==> src/rtl/one_wire_slave.sv <==
// one_wire_slave: 1-wire slave handling reset/presence, MATCH/SKIP/READ ROM and one function-command byte.
module one_wire_slave #(
   parameter int RESET_DETECT  = 20000,
   parameter int PRESENCE_WAIT = 1500,
   parameter int PRESENCE_LOW  = 6000,
   parameter int SAMPLE_POINT  = 1500,
   parameter int TX0_HOLD      = 1500
) (
   input  logic        clk,
   input  logic        rst_n,
   input  logic        dq_in,
   output logic        dq_oe,
   input  logic [63:0] rom_id,
   output logic [7:0]  cmd_data,
   output logic        cmd_valid,
   output logic        bus_reset,
   output logic        selected
);
   typedef enum logic [2:0] {IDLE, PRES_WAIT, PRES_DRIVE, ROM_RX, MATCH_RX, ID_TX, FUNC_RX, HALT} state_t;
   localparam logic [15:0] RST_MIN = 16'(RESET_DETECT);
   localparam logic [15:0] PW_END  = 16'(PRESENCE_WAIT - 1);
   localparam logic [15:0] PL_END  = 16'(PRESENCE_LOW - 1);
   localparam logic [15:0] SP      = 16'(SAMPLE_POINT);
   localparam logic [15:0] TX0_END = 16'(TX0_HOLD);
   state_t      state, state_nx;
   logic        sync1, dq_s, dq_prev;
   logic [15:0] low_cnt, tmr, tmr_nx;
   logic [5:0]  bit_cnt, bit_nx;
   logic [7:0]  sh, sh_nx, byte_in, cmd_nx;
   logic [63:0] id, id_nx;
   logic        slot_act, slot_nx, oe_nx, cv_nx, br_nx, sel_nx;
   logic        fall, rst_det;
   assign fall    = dq_prev & ~dq_s;
   assign rst_det = ~dq_prev & dq_s & (low_cnt >= RST_MIN);
   assign byte_in = {dq_s, sh[7:1]};
   // Low time is frozen while we pull the line ourselves so presence/TX0 never look like a reset.
   always_ff @(posedge clk or negedge rst_n) begin
      if (!rst_n) begin
         sync1   <= 1'b1;
         dq_s    <= 1'b1;
         dq_prev <= 1'b1;
         low_cnt <= '0;
      end else begin
         sync1   <= dq_in;
         dq_s    <= sync1;
         dq_prev <= dq_s;
         low_cnt <= dq_s ? '0 : (dq_oe || &low_cnt) ? low_cnt : low_cnt + 16'd1;
      end
   end
   always_ff @(posedge clk or negedge rst_n) begin
      if (!rst_n) begin
         state     <= IDLE;
         tmr       <= '0;
         bit_cnt   <= '0;
         sh        <= '0;
         id        <= '0;
         slot_act  <= 1'b0;
         dq_oe     <= 1'b0;
         cmd_data  <= '0;
         cmd_valid <= 1'b0;
         bus_reset <= 1'b0;
         selected  <= 1'b0;
      end else begin
         state     <= state_nx;
         tmr       <= tmr_nx;
         bit_cnt   <= bit_nx;
         sh        <= sh_nx;
         id        <= id_nx;
         slot_act  <= slot_nx;
         dq_oe     <= oe_nx;
         cmd_data  <= cmd_nx;
         cmd_valid <= cv_nx;
         bus_reset <= br_nx;
         selected  <= sel_nx;
      end
   end
   always_comb begin
      state_nx = state;
      tmr_nx   = tmr;
      bit_nx   = bit_cnt;
      sh_nx    = sh;
      id_nx    = id;
      slot_nx  = slot_act;
      oe_nx    = dq_oe;
      cmd_nx   = cmd_data;
      cv_nx    = 1'b0;
      br_nx    = 1'b0;
      sel_nx   = selected;
      if (rst_det) begin
         state_nx = PRES_WAIT;
         tmr_nx   = '0;
         bit_nx   = '0;
         sh_nx    = '0;
         slot_nx  = 1'b0;
         oe_nx    = 1'b0;
         br_nx    = 1'b1;
         sel_nx   = 1'b0;
         id_nx    = rom_id;
      end else begin
         case (state)
            PRES_WAIT: begin
               tmr_nx = tmr + 16'd1;
               if (tmr == PW_END) begin
                  state_nx = PRES_DRIVE;
                  tmr_nx   = '0;
                  oe_nx    = 1'b1;
               end
            end
            PRES_DRIVE: begin
               tmr_nx = tmr + 16'd1;
               if (tmr == PL_END) begin
                  state_nx = ROM_RX;
                  tmr_nx   = '0;
                  oe_nx    = 1'b0;
                  bit_nx   = '0;
                  sh_nx    = '0;
               end
            end
            ROM_RX, MATCH_RX, ID_TX, FUNC_RX: begin
               if (!slot_act) begin
                  if (fall) begin
                     slot_nx = 1'b1;
                     tmr_nx  = 16'd1;
                     oe_nx   = (state == ID_TX) && !id[bit_cnt];
                  end
               end else begin
                  tmr_nx = tmr + 16'd1;
                  if (tmr == TX0_END) oe_nx = 1'b0;
                  // A slot stays open until both the sample and any TX0 drive are done.
                  if (tmr >= SP && tmr >= TX0_END) slot_nx = 1'b0;
                  if (tmr == SP) begin
                     bit_nx = bit_cnt + 6'd1;
                     sh_nx  = byte_in;
                     case (state)
                        ROM_RX: begin
                           if (bit_cnt == 6'd7) begin
                              bit_nx = '0;
                              if (byte_in == 8'h55) state_nx = MATCH_RX;
                              else if (byte_in == 8'hCC) begin
                                 state_nx = FUNC_RX;
                                 sel_nx   = 1'b1;
                              end
                              else if (byte_in == 8'h33) state_nx = ID_TX;
                              else state_nx = HALT;
                           end
                        end
                        MATCH_RX: begin
                           if (dq_s != id[bit_cnt]) state_nx = HALT;
                           else if (&bit_cnt) begin
                              state_nx = FUNC_RX;
                              sel_nx   = 1'b1;
                           end
                        end
                        ID_TX: begin
                           if (&bit_cnt) begin
                              state_nx = FUNC_RX;
                              sel_nx   = 1'b1;
                           end
                        end
                        default: begin
                           if (bit_cnt == 6'd7) begin
                              cmd_nx   = byte_in;
                              cv_nx    = 1'b1;
                              state_nx = HALT;
                           end
                        end
                     endcase
                  end
               end
            end
            default: begin
               slot_nx = 1'b0;
               oe_nx   = 1'b0;
               tmr_nx  = '0;
            end
         endcase
      end
   end
endmodule

==> config.mk <==
export PLATFORM = sky130hd
export DESIGN_NAME = one_wire_slave
export DESIGN_NICKNAME = d
export VERILOG_FILES = /design/src/rtl/one_wire_slave.sv
export SDC_FILE = /design/constraint.sdc
export NUM_CORES = 1
export LEC_CHECK = 0
export CAP_MARGIN = 40
export CORE_MARGIN = 5
export CORE_UTILIZATION = 56
export DETAILED_ROUTE_END_ITERATION = 7
export GPL_TIMING_DRIVEN = 0
export HOLD_SLACK_MARGIN = 0.12
export MAX_ROUTING_LAYER = met4
export PLACE_DENSITY_LB_ADDON = 0.3
export SYNTH_ARGS = -nofsm -noshare
export SYNTH_HDL_FRONTEND = slang
export SYNTH_SLANG_ARGS = --single-unit
==> constraint.sdc <==
create_clock -name clk -period 2.7 [get_ports clk]
set_clock_uncertainty 0.1 [all_clocks]
set_input_delay 0.27 -clock clk [delete_from_list [all_inputs] [get_ports clk]]
set_output_delay 0.27 -clock clk [all_outputs]
set_load 0.02 [all_outputs]
Word-level counts from Yosys, hierarchy flattened
Index checks and enable logic that the tools add are counted.
{"block": "totals", "elab_cells": 140, "reg_bits": 129}
{"block": "op_classes", "bitwise": 7, "eq_ne": 28, "order_cmp": 3, "n_addsub": 3, "n_reduce_logical": 19, "muxes": 65}
{"op": "$mux W16", "n": 7}
{"op": "$pmux W16 S3", "n": 1}
{"op": "$mux W6", "n": 6}
{"op": "$add A16 B1 Y16 const B", "n": 2}
{"op": "$eq A16 B11 Y1 const B", "n": 2}
{"op": "$mux W8", "n": 4}
{"op": "$mux W1", "n": 27}
{"op": "$mux W3", "n": 9}
{"op": "$ne A3 B3 Y1 const B", "n": 8}
{"op": "$pmux W3 S3", "n": 2}
{"op": "$eq A16 B13 Y1 const B", "n": 1}
{"op": "$ge A16 B11 Y1 const B", "n": 1}
{"op": "$ge A16 B15 Y1 const B", "n": 1}
{"op": "$pmux W8 S2", "n": 1}
{"op": "$reduce_and A16 Y1", "n": 1}
{"op": "$ne A4 B4 Y1 const B", "n": 3}
{"op": "$pmux W6 S2", "n": 1}
{"op": "$reduce_and A6 Y1", "n": 2}
{"op": "$eq A3 B3 Y1 const B", "n": 3}
{"op": "$eq A8 B6 Y1 const B", "n": 1}
{"op": "$eq A8 B7 Y1 const B", "n": 1}
{"op": "$eq A8 B8 Y1 const B", "n": 1}
{"op": "$reduce_and A4 Y1", "n": 2}
{"op": "$reduce_and A8 Y1", "n": 1}
{"op": "other kinds (25)", "n": 37}

Depth between registers and ports, before layout
{"block": "logic_depth", "ltp_word": 10, "mapped_depth": 9, "ltp_nobuf": 8}

Worst setup path after synthesis
OpenSTA, ideal clock, no wires.
{"block": "synth_timing", "path_kind": "register to register", "start": "register tmr[13]", "end": "register cmd_data[0]", "stages_incl_launch_ff": 8, "required_ps": 2475, "setup_ps": 125, "arrival_time_ps": 2244, "n_path_buf": 1, "setup_slack_ps": 231, "path_cell_list": "dfrtp_1 > or4_4 > nor4_4 > and2_1 > and3_1 > and4_1 > buf_4 > mux2_2"}
{"block": "synth_between", "elab_chain_len": 2}
{"item": "from (decl)", "line": "27", "rtl": "logic [15:0] low_cnt, tmr, tmr_nx;"}
{"item": "from (signal assigned)", "line": "65", "rtl": "tmr <= tmr_nx;"}
{"item": "$eq A16 B11 Y1", "line": "131", "rtl": "if (tmr == SP) begin"}
{"item": "$reduce_and A6 Y1 (no source line)"}
{"item": "to (signal assigned)", "line": "71", "rtl": "cmd_data <= cmd_nx;"}
{"item": "to (decl)", "line": "14", "rtl": "output logic [7:0] cmd_data,"}
Every way passes these cells.
A chain may end at the register's enable or synchronous reset.

Worst setup path after layout
{"block": "layout_timing", "start": "register tmr[15]", "end": "register bit_cnt[3]"}
{"block": "layout_between", "elab_chain_len": 3, "elab_cells_between_ends": 5, "classes_between": "4 x eq/ne; 1 x reduce/logical"}
{"item": "$eq A16 B11 Y1 / $eq A16 B13 Y1 (equally long branches)", "line": "131, 111"}
{"item": "$ne A3 B3 Y1 (no source line)"}
{"item": "$reduce_and A4 Y1 (no source line) *"}
{"item": "to (signal assigned)", "line": "66", "rtl": "bit_cnt <= bit_nx;"}
{"item": "to (decl)", "line": "28", "rtl": "logic [5:0] bit_cnt, bit_nx;"}
Mark *: on every way between the ends. The rest lies on a longest branch, timed or not.

==> metrics.txt <==
Adder-Cell Fraction of Synth Area 0.009601; CTS clk-pin slew, worst paths 0.05 ns; mux contribution to synthesized area 0.07834; DRC viols 0; Area growth syn-to-layout 28.01%; post-route ant nets 0; Syn Area/Cell 9.165 µm²; Slew Limit Fails 0; Seq/Total Area, Yosys 0.4921; status complete, no violations; ranking of synthesized cells by area dfrtp_1 48%, nand2_1 13%, mux4_2 5.2%; vias 5483; die area 13890 µm²; RePlAce Congestion 0.9268; Synth Instances 711; Initial Util 0.5707; die height 117.9 µm; largest area contributor in the netlist dfrtp_1; crit path DAT 2.91 ns; most frequent cell after synthesis nand2_1; Core Area 11420 µm²; first-pass GRT wire length 26.38 mm; Critical Path Fanout Max 6; router iterations before antenna repair 7; Setup WS post-layout 0.01776 ns; Pwr Total 4.513 mW; initial antenna violation count 0; # setup viols final 0; final net count 894; share of post-route cells with drive strength above 1 0.1250; Hold Startpoint dq_in; Ports 79; GR Util All Layers 0.2373; unrepaired setup endpoints after global routing true; min Tclk post-route 2.682 ns; WP data required 2.93 ns; Post-DP HPWL 10.81 mm; wire per inst 16.14 µm; Power Density 541.0 nW/µm²; yosys warns 0; Startpoint Class flip-flop; CTS tree done; Synth Area in XOR/XNOR 0.03091; Commonest cells post-synth 223 x nand2_1, 125 x dfrtp_1, 56 x nor2_1; CP Capture Type flip-flop; Hold Fails Final Rpt 0; Max IR drop VDD 0.4939 mV; vias in the first global route 5549; Seq cells post-synth 128; largest net degree at the start of global routing 66; largest family of logic cells by synthesized area simple AND/OR/NAND/NOR gates; top-area cell type share of the netlist area 0.4800; reg2reg end bit_cnt[3]$_DFFE_PN0P_; Reg2Reg Depth 9; Setup WS pre-CTS -0.09334 ns; WL final 15.74 mm; row count 39; hold path endpoint sync1$_DFF_PN1_; Rel. slew slack 0.5900; Synth Flop Type dfrtp_1; Synthesized Nets 783; ys async rst share 1.000; Max Freq 372.8 MHz; Tcrit/Tclk final 0.9934; register-to-register setup slack 0.02 ns; RR Startpoint tmr[15]$_DFFE_PN0N_; min-delay worst type input pin to flip-flop; Worst Hold Path Cells 1; CTS Buffer Depth 2; Die X 117.9 µm; Post-Syn Area 6516 µm²; Max Cap Violations 0; Synth Area in Compound Gates 0.08084; Post-synth EDFFs 0; Setup CP Type flip-flop to flip-flop; Synth Area in Simple Gates 0.2705; Via density 5.624; GRT overflow 0; Buffers on Ports 78; clk_lat worst skew 0.42 ns; Starting DRT DRC Count 426; Static Leak 3.521 nW; H-tree Lvls 4; TritonCTS buffer count 17; Worst-Margin Slew 0.6112 ns; Unique masters post-synth 57; diode count 0; CTS Sinks 128; CTS root buffer clkbuf_16
## routing by layer
layer,share of wire,global-route usage,up-vias,routed length (µm)
li1,-,-,2629,-
met1,0.43,0.2995,2642,6765
met2,0.49,0.3731,171,7775
met3,0.054,0.05815,41,844
met4,0.022,0.08889,0,354
met5,0,-,-,0
## sequential cells by signal (all words and copies together), names as in the netlist
signal,count
low_cnt,16
id,64
dq_s,1
dq_oe,1
bus_reset,1
sh,7
selected,1
sync1,1
bit_cnt,6
dq_prev,1
state,3
slot_act,1
cmd_valid,1
tmr,16
cmd_data,8
## power by group
group          internal, mW  switching, mW  total, mW  leakage [nW]
sequential             1.93        0.00521       1.93          1.44
clock                  1.62          0.794       2.42         0.305
combinational        0.0970         0.0658      0.163          1.78
total                  3.65          0.865       4.51          3.52
## worst max-delay path, cell delays in order (launching register included)
cell and delay (ns):
dfrtp_1 0.41, or4_4 0.59, nor4_4 0.26, buf_4 0.18
a41oi_2 0.15, o41ai_4 0.30, buf_4 0.20, buf_6 0.13
nand3_4 0.09, o31ai_4 0.18
## final cells by class
class                   instances  area (µm²)
well taps                     143       178.9
fillers                       846        3077
inverters                      20       75.07
clock buffers                  23       488.0
clock inverters                 6       130.1
multi-input cells             526        3156
plain buffers                  37       196.4
flip-flops and latches        128        3207
repair buffers                 92       910.9
## cell families (layout without fill, tap and decap cells)
| kind of cell | Yosys count | in the layout |
|---|---|---|
| buf+inv | 57 | 178 |
| mux | 31 | 31 |
| compound gates | 77 | 77 |
| xor+xnor | 23 | 23 |
| simple gates | 390 | 390 |
| flops | 128 | 128 |
| fa+ha+maj | 5 | 5 |
## through the flow
| step | util | cell area (µm²) | instances | hold WS, ns | TNS [ns] |
|---|---|---|---|---|---|
| after global routing | 0.7306 | 8342 | 975 | 0.1840 | -0.4513 |
| after floorplan | - | 6516 | 711 | -0.1256 | 0 |
| after global placement | 0.6547 | 7476 | 932 | 0.2489 | -450.74 |
| after detailed placement | 0.6572 | 7505 | 933 | 0.2068 | -0.3538 |
| after CTS | 0.7137 | 8149 | 964 | 0.1824 | 0 |
| final | 0.7306 | 8342 | 975 | 0.1864 | 0 |
## repair_timing
| item | 4_1_cts | 5_1_grt |
|---|---|---|
| setup endpoints to repair | 22 | 78 |
| resized for setup | 4 | 32 |
| hold endpoints to repair | 64 | 0 |
| pin swaps | 2 | 7 |
| gates cloned | 0 | 2 |
| hold buffers | 1 | 0 |
| setup buffers | 1 | 9 |
## worst max path at each step
stage	endpoint	cells after the start	from	slack, ns
3_3_place_gp	id[47]$_DFFE_PN0P_	1	rst_n	-3.56
3_5_place_dp	selected$_DFFE_PN0P_	9	bit_cnt[1]$_DFFE_PN0P_	-0.09
2_1_floorplan	cmd_data[0]$_DFFE_PN0P_	7	tmr[13]$_DFFE_PN0N_	0.23
5_1_grt	bit_cnt[3]$_DFFE_PN0P_	9	tmr[15]$_DFFE_PN0N_	-0.06
6_report	bit_cnt[3]$_DFFE_PN0P_	9	tmr[15]$_DFFE_PN0N_	0.02
4_1_cts	selected$_DFFE_PN0P_	9	bit_cnt[0]$_DFFE_PN0P_	0.001
## placed cells by master, fill, tap and decap left out, types with 11 or more instances in the layout
| cell type | synthesis | routed |
|---|---|---|
| xor2_1 | 14 | 14 |
| nand3_1 | 34 | 34 |
| nor2_1 | 56 | 55 |
| dfrtp_1 | 125 | 125 |
| and3_1 | 17 | 16 |
| clkbuf_16 | 0 | 17 |
| mux4_2 | 15 | 15 |
| buf_4 | 2 | 11 |
| o21ai_0 | 26 | 25 |
| nand2_1 | 223 | 222 |
| o21ai_1 | 12 | 13 |
| clkbuf_1 | 19 | 19 |
| nand2b_1 | 11 | 11 |
| clkdlybuf4s50_1 | 0 | 77 |
| inv_1 | 19 | 19 |
Power figures use the tool's default switching activity.
